[src/rtl/fmdll_pkg.sv]
// Shared defaults and comparison classes for the FMDLL clock-ratio meter.
package fmdll_pkg;

    localparam int N_W_DEF      = 8;
    localparam int M_W_DEF      = 4;
    localparam int EV_W_DEF     = 2;
    localparam int TOL_DEF      = 1;
    localparam int LOCK_CNT_DEF = 4;

    typedef enum logic [1:0] {
        CMP_SLOW,
        CMP_BAND,
        CMP_FAST
    } cmp_e;

endpackage

[src/rtl/fmdll_ratio_meter_if.sv]
// Control/result bundle between the FMDLL loop control and the ratio meter.
interface fmdll_ratio_meter_if
    import fmdll_pkg::*;
#(
    parameter int N_W  = N_W_DEF,
    parameter int M_W  = M_W_DEF,
    parameter int EV_W = EV_W_DEF
);

    logic [M_W-1:0]  M;
    logic [N_W-1:0]  N;
    logic            Sel;
    logic [EV_W-1:0] ev_cnt;
    logic [M_W-1:0]  M_counter;
    logic [N_W-1:0]  N_counter;
    logic            cmp_valid;
    logic [N_W-1:0]  result;
    logic            fast;
    logic            slow;
    logic            lock;

    modport master (
        output M, N, Sel, ev_cnt,
        input  M_counter, N_counter, cmp_valid, result, fast, slow, lock
    );

    modport slave (
        input  M, N, Sel, ev_cnt,
        output M_counter, N_counter, cmp_valid, result, fast, slow, lock
    );

endinterface

[src/rtl/fmdll_lock_filter.sv]
// Hysteretic lock: counts consecutive in-band windows, drops on the first out-of-band one.
module fmdll_lock_filter #(
    parameter int LOCK_CNT = fmdll_pkg::LOCK_CNT_DEF
) (
    input  logic clk_ext,
    input  logic rst,
    input  logic valid,
    input  logic in_band,
    output logic lock
);

    localparam int            CW  = $clog2(LOCK_CNT + 1);
    localparam logic [CW-1:0] LIM = CW'(LOCK_CNT);

    logic [CW-1:0] cnt_p1;
    logic [CW-1:0] cnt_nxt;

    always_comb begin
        cnt_nxt = cnt_p1;
        if (valid) begin
            if (!in_band) begin
                cnt_nxt = '0;
            end else if (cnt_p1 != LIM) begin
                cnt_nxt = cnt_p1 + CW'(1);
            end
        end
    end

    // lock updates on the same edge that raises cmp_valid
    always_ff @(posedge clk_ext) begin
        if (rst) begin
            cnt_p1 <= '0;
            lock   <= 1'b0;
        end else begin
            cnt_p1 <= cnt_nxt;
            if (valid) begin
                lock <= (cnt_nxt == LIM);
            end
        end
    end

endmodule

[src/rtl/fmdll_ratio_meter.sv]
// Counts clk_out edge events over an M-cycle window of clk_ext and classifies the
// total against target N (fast/slow/in-band) with a hysteretic lock flag.
module fmdll_ratio_meter
    import fmdll_pkg::*;
#(
    parameter int N_W      = N_W_DEF,
    parameter int M_W      = M_W_DEF,
    parameter int EV_W     = EV_W_DEF,
    parameter int TOL      = TOL_DEF,
    parameter int LOCK_CNT = LOCK_CNT_DEF
) (
    input logic                 clk_ext,
    input logic                 rst,
    fmdll_ratio_meter_if.slave  bus
);

    localparam logic signed [N_W:0] TOL_S = (N_W+1)'(TOL);

    function automatic logic [N_W-1:0] sat_add(input logic [N_W-1:0] a, input logic [EV_W-1:0] b);
        logic [N_W:0] s;
        s = {1'b0, a} + {{(N_W+1-EV_W){1'b0}}, b};
        return s[N_W] ? '1 : s[N_W-1:0];
    endfunction

    function automatic cmp_e classify(input logic signed [N_W:0] d);
        if (d > TOL_S) begin
            return CMP_FAST;
        end else if (d < -TOL_S) begin
            return CMP_SLOW;
        end
        return CMP_BAND;
    endfunction

    logic [M_W-1:0]      m_sh;
    logic [N_W-1:0]      n_sh;
    logic [M_W-1:0]      m_cnt_p0;
    logic [N_W-1:0]      n_cnt_p0;
    logic                sel_seen_p0;
    logic [EV_W-1:0]     ev_eff_p0;
    logic [N_W-1:0]      sum_p0;
    logic                sel_any_p0;
    logic                win_end_p0;
    logic                cmp_ok_p0;
    logic                in_band_p0;
    logic signed [N_W:0] diff_p0;
    cmp_e                cls_p0;

    logic                vld_p1;
    logic [N_W-1:0]      tot_p1;
    logic                fast_p1;
    logic                slow_p1;
    logic                lock_p1;

    always_comb begin
        ev_eff_p0  = bus.Sel ? '0 : bus.ev_cnt;
        sum_p0     = sat_add(n_cnt_p0, ev_eff_p0);
        sel_any_p0 = sel_seen_p0 | bus.Sel;
        win_end_p0 = (m_sh != '0) && (m_cnt_p0 == m_sh);
        cmp_ok_p0  = win_end_p0 && !sel_any_p0;
        diff_p0    = $signed({1'b0, sum_p0}) - $signed({1'b0, n_sh});
        cls_p0     = classify(diff_p0);
        in_band_p0 = (cls_p0 == CMP_BAND);
    end

    // p0: window accumulation; an idle meter (m_sh==0) re-samples M/N every cycle
    always_ff @(posedge clk_ext) begin
        if (rst) begin
            m_sh        <= '0;
            n_sh        <= '0;
            m_cnt_p0    <= '0;
            n_cnt_p0    <= '0;
            sel_seen_p0 <= 1'b0;
        end else if ((m_sh == '0) || win_end_p0) begin
            m_sh        <= bus.M;
            n_sh        <= bus.N;
            m_cnt_p0    <= (bus.M != '0) ? M_W'(1) : '0;
            n_cnt_p0    <= '0;
            sel_seen_p0 <= 1'b0;
        end else begin
            m_cnt_p0    <= m_cnt_p0 + M_W'(1);
            n_cnt_p0    <= sum_p0;
            sel_seen_p0 <= sel_any_p0;
        end
    end

    // p1: captured window result, held until the next unfrozen window ends
    always_ff @(posedge clk_ext) begin
        if (rst) begin
            vld_p1  <= 1'b0;
            tot_p1  <= '0;
            fast_p1 <= 1'b0;
            slow_p1 <= 1'b0;
        end else begin
            vld_p1 <= cmp_ok_p0;
            if (cmp_ok_p0) begin
                tot_p1  <= sum_p0;
                fast_p1 <= (cls_p0 == CMP_FAST);
                slow_p1 <= (cls_p0 == CMP_SLOW);
            end
        end
    end

    fmdll_lock_filter #(
        .LOCK_CNT (LOCK_CNT)
    ) u_lock (
        .clk_ext (clk_ext),
        .rst     (rst),
        .valid   (cmp_ok_p0),
        .in_band (in_band_p0),
        .lock    (lock_p1)
    );

    assign bus.M_counter = m_cnt_p0;
    assign bus.N_counter = n_cnt_p0;
    assign bus.cmp_valid = vld_p1;
    assign bus.result    = tot_p1;
    assign bus.fast      = fast_p1;
    assign bus.slow      = slow_p1;
    assign bus.lock      = lock_p1;

endmodule

[src/flat_wrapper.sv]
// flat-port wrapper written by rule: the top's interface ports become plain ports
module fmdll_ratio_meter_flat import fmdll_pkg::*;
#(
    parameter int N_W      = N_W_DEF,
    parameter int M_W      = M_W_DEF,
    parameter int EV_W     = EV_W_DEF,
    parameter int TOL      = TOL_DEF,
    parameter int LOCK_CNT = LOCK_CNT_DEF
)
  (clk_ext, rst, bus_M, bus_N, bus_Sel, bus_ev_cnt, bus_M_counter, bus_N_counter, bus_cmp_valid, bus_result, bus_fast, bus_slow, bus_lock);
  fmdll_ratio_meter_if #(.N_W(N_W), .M_W(M_W), .EV_W(EV_W)) bus_i ();
  input logic clk_ext;
  input logic rst;
  input wire logic [$bits(bus_i.M)-1:0] bus_M;
  input wire logic [$bits(bus_i.N)-1:0] bus_N;
  input wire logic [$bits(bus_i.Sel)-1:0] bus_Sel;
  input wire logic [$bits(bus_i.ev_cnt)-1:0] bus_ev_cnt;
  output wire logic [$bits(bus_i.M_counter)-1:0] bus_M_counter;
  output wire logic [$bits(bus_i.N_counter)-1:0] bus_N_counter;
  output wire logic [$bits(bus_i.cmp_valid)-1:0] bus_cmp_valid;
  output wire logic [$bits(bus_i.result)-1:0] bus_result;
  output wire logic [$bits(bus_i.fast)-1:0] bus_fast;
  output wire logic [$bits(bus_i.slow)-1:0] bus_slow;
  output wire logic [$bits(bus_i.lock)-1:0] bus_lock;
  assign bus_i.M = bus_M;
  assign bus_i.N = bus_N;
  assign bus_i.Sel = bus_Sel;
  assign bus_i.ev_cnt = bus_ev_cnt;
  assign bus_M_counter = bus_i.M_counter;
  assign bus_N_counter = bus_i.N_counter;
  assign bus_cmp_valid = bus_i.cmp_valid;
  assign bus_result = bus_i.result;
  assign bus_fast = bus_i.fast;
  assign bus_slow = bus_i.slow;
  assign bus_lock = bus_i.lock;
  fmdll_ratio_meter #(.N_W(N_W), .M_W(M_W), .EV_W(EV_W), .TOL(TOL), .LOCK_CNT(LOCK_CNT)) u_core (.clk_ext(clk_ext), .rst(rst), .bus(bus_i));
endmodule
[config.mk]
export PLATFORM = sky130hd
export DESIGN_NAME = fmdll_ratio_meter_flat
export DESIGN_NICKNAME = d
export VERILOG_FILES = /design/src/rtl/fmdll_pkg.sv /design/src/rtl/fmdll_ratio_meter_if.sv /design/src/rtl/fmdll_lock_filter.sv /design/src/rtl/fmdll_ratio_meter.sv /design/src/flat_wrapper.sv
export SDC_FILE = /design/constraint.sdc
export NUM_CORES = 1
export LEC_CHECK = 0
export CAP_MARGIN = 20
export CORE_MARGIN = 2
export CORE_UTILIZATION = 36
export CTS_CLUSTER_DIAMETER = 50
export DETAILED_ROUTE_END_ITERATION = 6
export PLACE_DENSITY = 0.64
export SYNTH_ARGS = -nofsm -noshare
export SYNTH_HDL_FRONTEND = slang
export SYNTH_SLANG_ARGS = --single-unit
[constraint.sdc]
create_clock -name clk_ext -period 5.2 [get_ports clk_ext]
set_input_delay 0.52 -clock clk_ext [delete_from_list [all_inputs] [get_ports clk_ext]]
set_output_delay 0.52 -clock clk_ext [all_outputs]
set_load 0.005 [all_outputs]
==> impl_metrics.toml <==
[worst_setup_path]
path_depth = 17
worstPathRequired_ns = 5.37
r2r_start = "u_core.bus.N_counter[0]"
end_kind = "flop"
crit_slowest_cell = "clkdlybuf4s50_1"
crit_top_cell = "ha_1"
reg2regPathDepth = 15
crit_type = "primary input to flop"
rr_endpoint = "u_core.u_lock.lock"
cp.arrival_ns = 4.65
crit_end = "u_core.u_lock.lock"
critPathTopFamily = "simple AND/OR/NAND/NOR gates"
crit_path_cell_trace = "clkdlybuf4s50_1, nor2b_1, ha_1, inv_1, fa_1, nor2_1, nand3_1, nand2_1, ha_1, a21o_2, a221oi_2, a21bo_4, a221oi_4, nand4b_1, nor3_1, o21a_1, o41ai_2"
worst-r2r-setup-slack_ns = 1.18
start_kind = "primary input"
path_buf_inv = 2
cp_max_fo = 9
crit_start = "bus_ev_cnt[0]"
critPathMaxStageDelay_ns = 0.45

[drt]
vias = 1884
drt_iter0_drc = 115
highest_layer = "met4"
wl_per_cell_microns = 13.33
dr.pass1.iters = 4
wirelength_microns = 4998
wl_met2_microns = 2280
routed-wl-met3_microns = 184
ant_nets = 0
post_drt_via_cell_ratio = 5.024
wl_met1_microns = 2477
drc = 0

[synth]
syn-num-nets = 291
synth_area_sq_mm = 0.002293
synth.distinct_cells = 53
synthCells = 259
avgSynthCellArea_sq_um = 8.855
synth_ff_type = "dfxtp_1"
ys_warn_count = 0
seq_area_frac_synth_pct = 34.92
synth-edff-count = 0
synth-seq-cells = 40
synthArstFlopShare_pct = 0

[sta]
fin_setup_tns_ns = 0
fin_skew_ns = 0.005971
final-hold-violation-count = 0
worstMarginPinSlew_ns = 0.5642
finalCriticalPeriod_ns = 4.481
rsz0062_at_grt = "false"
setup_viol = 0
period_share_pct = 86.17
holdWs_ns = 0.4750
worst_slack_ns = 0.7190
slew_headroom_pct = 62.12
slew_viol_final = 0
fmax_ghz = 0.2232

[die]
rows = 29
core-area_sq_mm = 0.006241
dieArea_sq_mm = 0.007025
fp.dieW_microns = 83.82
start_util_pct = 36.75
ios = 41
fp.dieH_microns = 83.82

[finish]
area_growth_pct = 24.22
post-route-util_pct = 45.65
layout-drive-gt1-share_pct = 8.054
fin_nets = 330
finish.instance_area_sq_mm = 0.002849
antennaDiodeCount = 0

[placed_design]
placed_area_sq_mm = 0.002768
dp_hpwl_microns = 3840
io_buffers = 40
dp_slack_ns = 0.4403
finalWeightedCongestion = 0.8591

[global_route]
grt_pass1_wl_microns = 8259
track_usage_pct = 14.39
grt_antenna_before_repair = 0
grt_pass1_vias = 1744
grt.overflow.total = 0
grt_start_max_net_pins = 31

[cts]
htree_levels = 2
cts_tree = "built"
cts_resized = 0
cts_sinks = 40
clock_latency_ns = 0.29
clock_path_buffers = 2
clk_pin_slew_ns = 0.07
cts_setup_buffers = 0
cts_buffers = 5
cts_hold_buf = 0
root_buffer = "clkbuf_8"

[outcome]
status = "complete, no violations"

[job]
drv_cap = 0

[power_and_ir_drop]
ir_worst_vdd_mv = 0.2946
p_per_area_mw_per_mm2 = 576.3
p_leak_nw = 1.111

[worst_hold_path]
min_path_type = "flop to flop"
-- synthesized netlist by cell type (3+ instances only) --
master / number / area [sq um]
dfxtp_1: 40 / 800.8
nor2_1: 40 / 150.1
inv_1: 20 / 75.07
mux2i_1: 17 / 170.2
ha_1: 14 / 175.2
a21oi_1: 11 / 55.05
nand2_1: 11 / 41.29
xnor2_1: 9 / 78.83
clkbuf_1: 8 / 30.03
nand3_1: 8 / 40.04
xor2_1: 8 / 70.07
a311oi_1: 5 / 43.79
nand2b_1: 4 / 25.02
nor3_1: 4 / 20.02
a211oi_1: 3 / 22.52
buf_2: 3 / 15.01
nand3b_1: 3 / 22.52
nor2b_1: 3 / 18.77
o211ai_1: 3 / 22.52
o21a_1: 3 / 22.52
or3_1: 3 / 18.77
-- flip-flops by register name, indices dropped and copies added (netlist names) --
register,cells
u_core.bus.slow,1
u_core.m_sh,4
u_core.bus.N_counter,8
u_core.bus.fast,1
u_core.bus.M_counter,4
u_core.sel_seen_p0,1
u_core.bus.cmp_valid,1
u_core.u_lock.lock,1
u_core.n_sh,8
u_core.bus.result,8
u_core.u_lock.cnt_p1,3
-- cell type report --
| type | instances | area (sq um) |
|---|---|---|
| well taps | 77 | 96.34 |
| clock buffers | 5 | 68.82 |
| clock inverters | 2 | 12.51 |
| repair buffers | 43 | 422.9 |
| multi-input cells | 188 | 1373 |
| fillers | 634 | 3392 |
| flip-flops and latches | 40 | 800.8 |
| inverters | 20 | 75.07 |
-- report_power, final --
group / internal [W] / switching, W
logic: 0.000446 / 0.000541
clock network: 0.0000909 / 0.000110
registers: 0.000393 / 0.0000626
total: 0.000929 / 0.000713
-- metal layers --
metal  track usage [%]  vias up
li1                  -      985
met1             18.81      849
met2             24.00       45
met3             3.066        5
met4             3.959        0
met5                 0        -
-- cell families (layout without fill, tap and decap cells) --
kind of cell / after synthesis / in the layout / share of synthesized area, %
compound gates: 46 / 46 / 15.98
xor+xnor: 17 / 17 / 6.492
fa+ha+maj: 15 / 15 / 8.511
buf+inv: 31 / 70 / 5.237
flops: 40 / 40 / 34.92
mux: 17 / 17 / 7.419
simple gates: 93 / 93 / 21.44
-- placed cells by master, fill, tap and decap left out, drive strengths merged, types with 4 or more instances in the layout --
master          n
mux2i          17
clkdlybuf4s50  40
clkbuf          5
a311oi          5
nand2          11
nor2           40
a21oi          11
nor3            4
dfxtp          40
nand2b          4
ha             14
xnor2           9
nor4            4
inv            20
nand3           9
xor2            8
a21o            4
-- tightest hold or removal path: cells and delay by family (launching register included) --
kind	cells	cell delay, ns
compound gates	1	0.06
simple gates	1	0.06
flops	1	0.31
-- how the worst min path moves through the flow --
stage,startpoint,end,cells past startpoint
detailed placement,u_core.bus.fast,u_core.bus.fast,2
global route,u_core.bus.fast,u_core.bus.fast,2
CTS,u_core.bus.fast,u_core.bus.fast,2
finish,u_core.bus.fast,u_core.bus.fast,2
floorplan,u_core.sel_seen_p0,u_core.sel_seen_p0,2
global placement,u_core.bus.fast,u_core.bus.fast,2
-- per-stage QoR --
stage / total power [W] / instances
final: 0.001642 / 375
after global placement: 0.001442 / 368
after global routing: 0.001763 / 375
after detailed placement: 0.001453 / 368
after CTS: 0.001659 / 375
after floorplan: 0.001207 / 259
No activity file was read; power rests on OpenSTA's default activity.
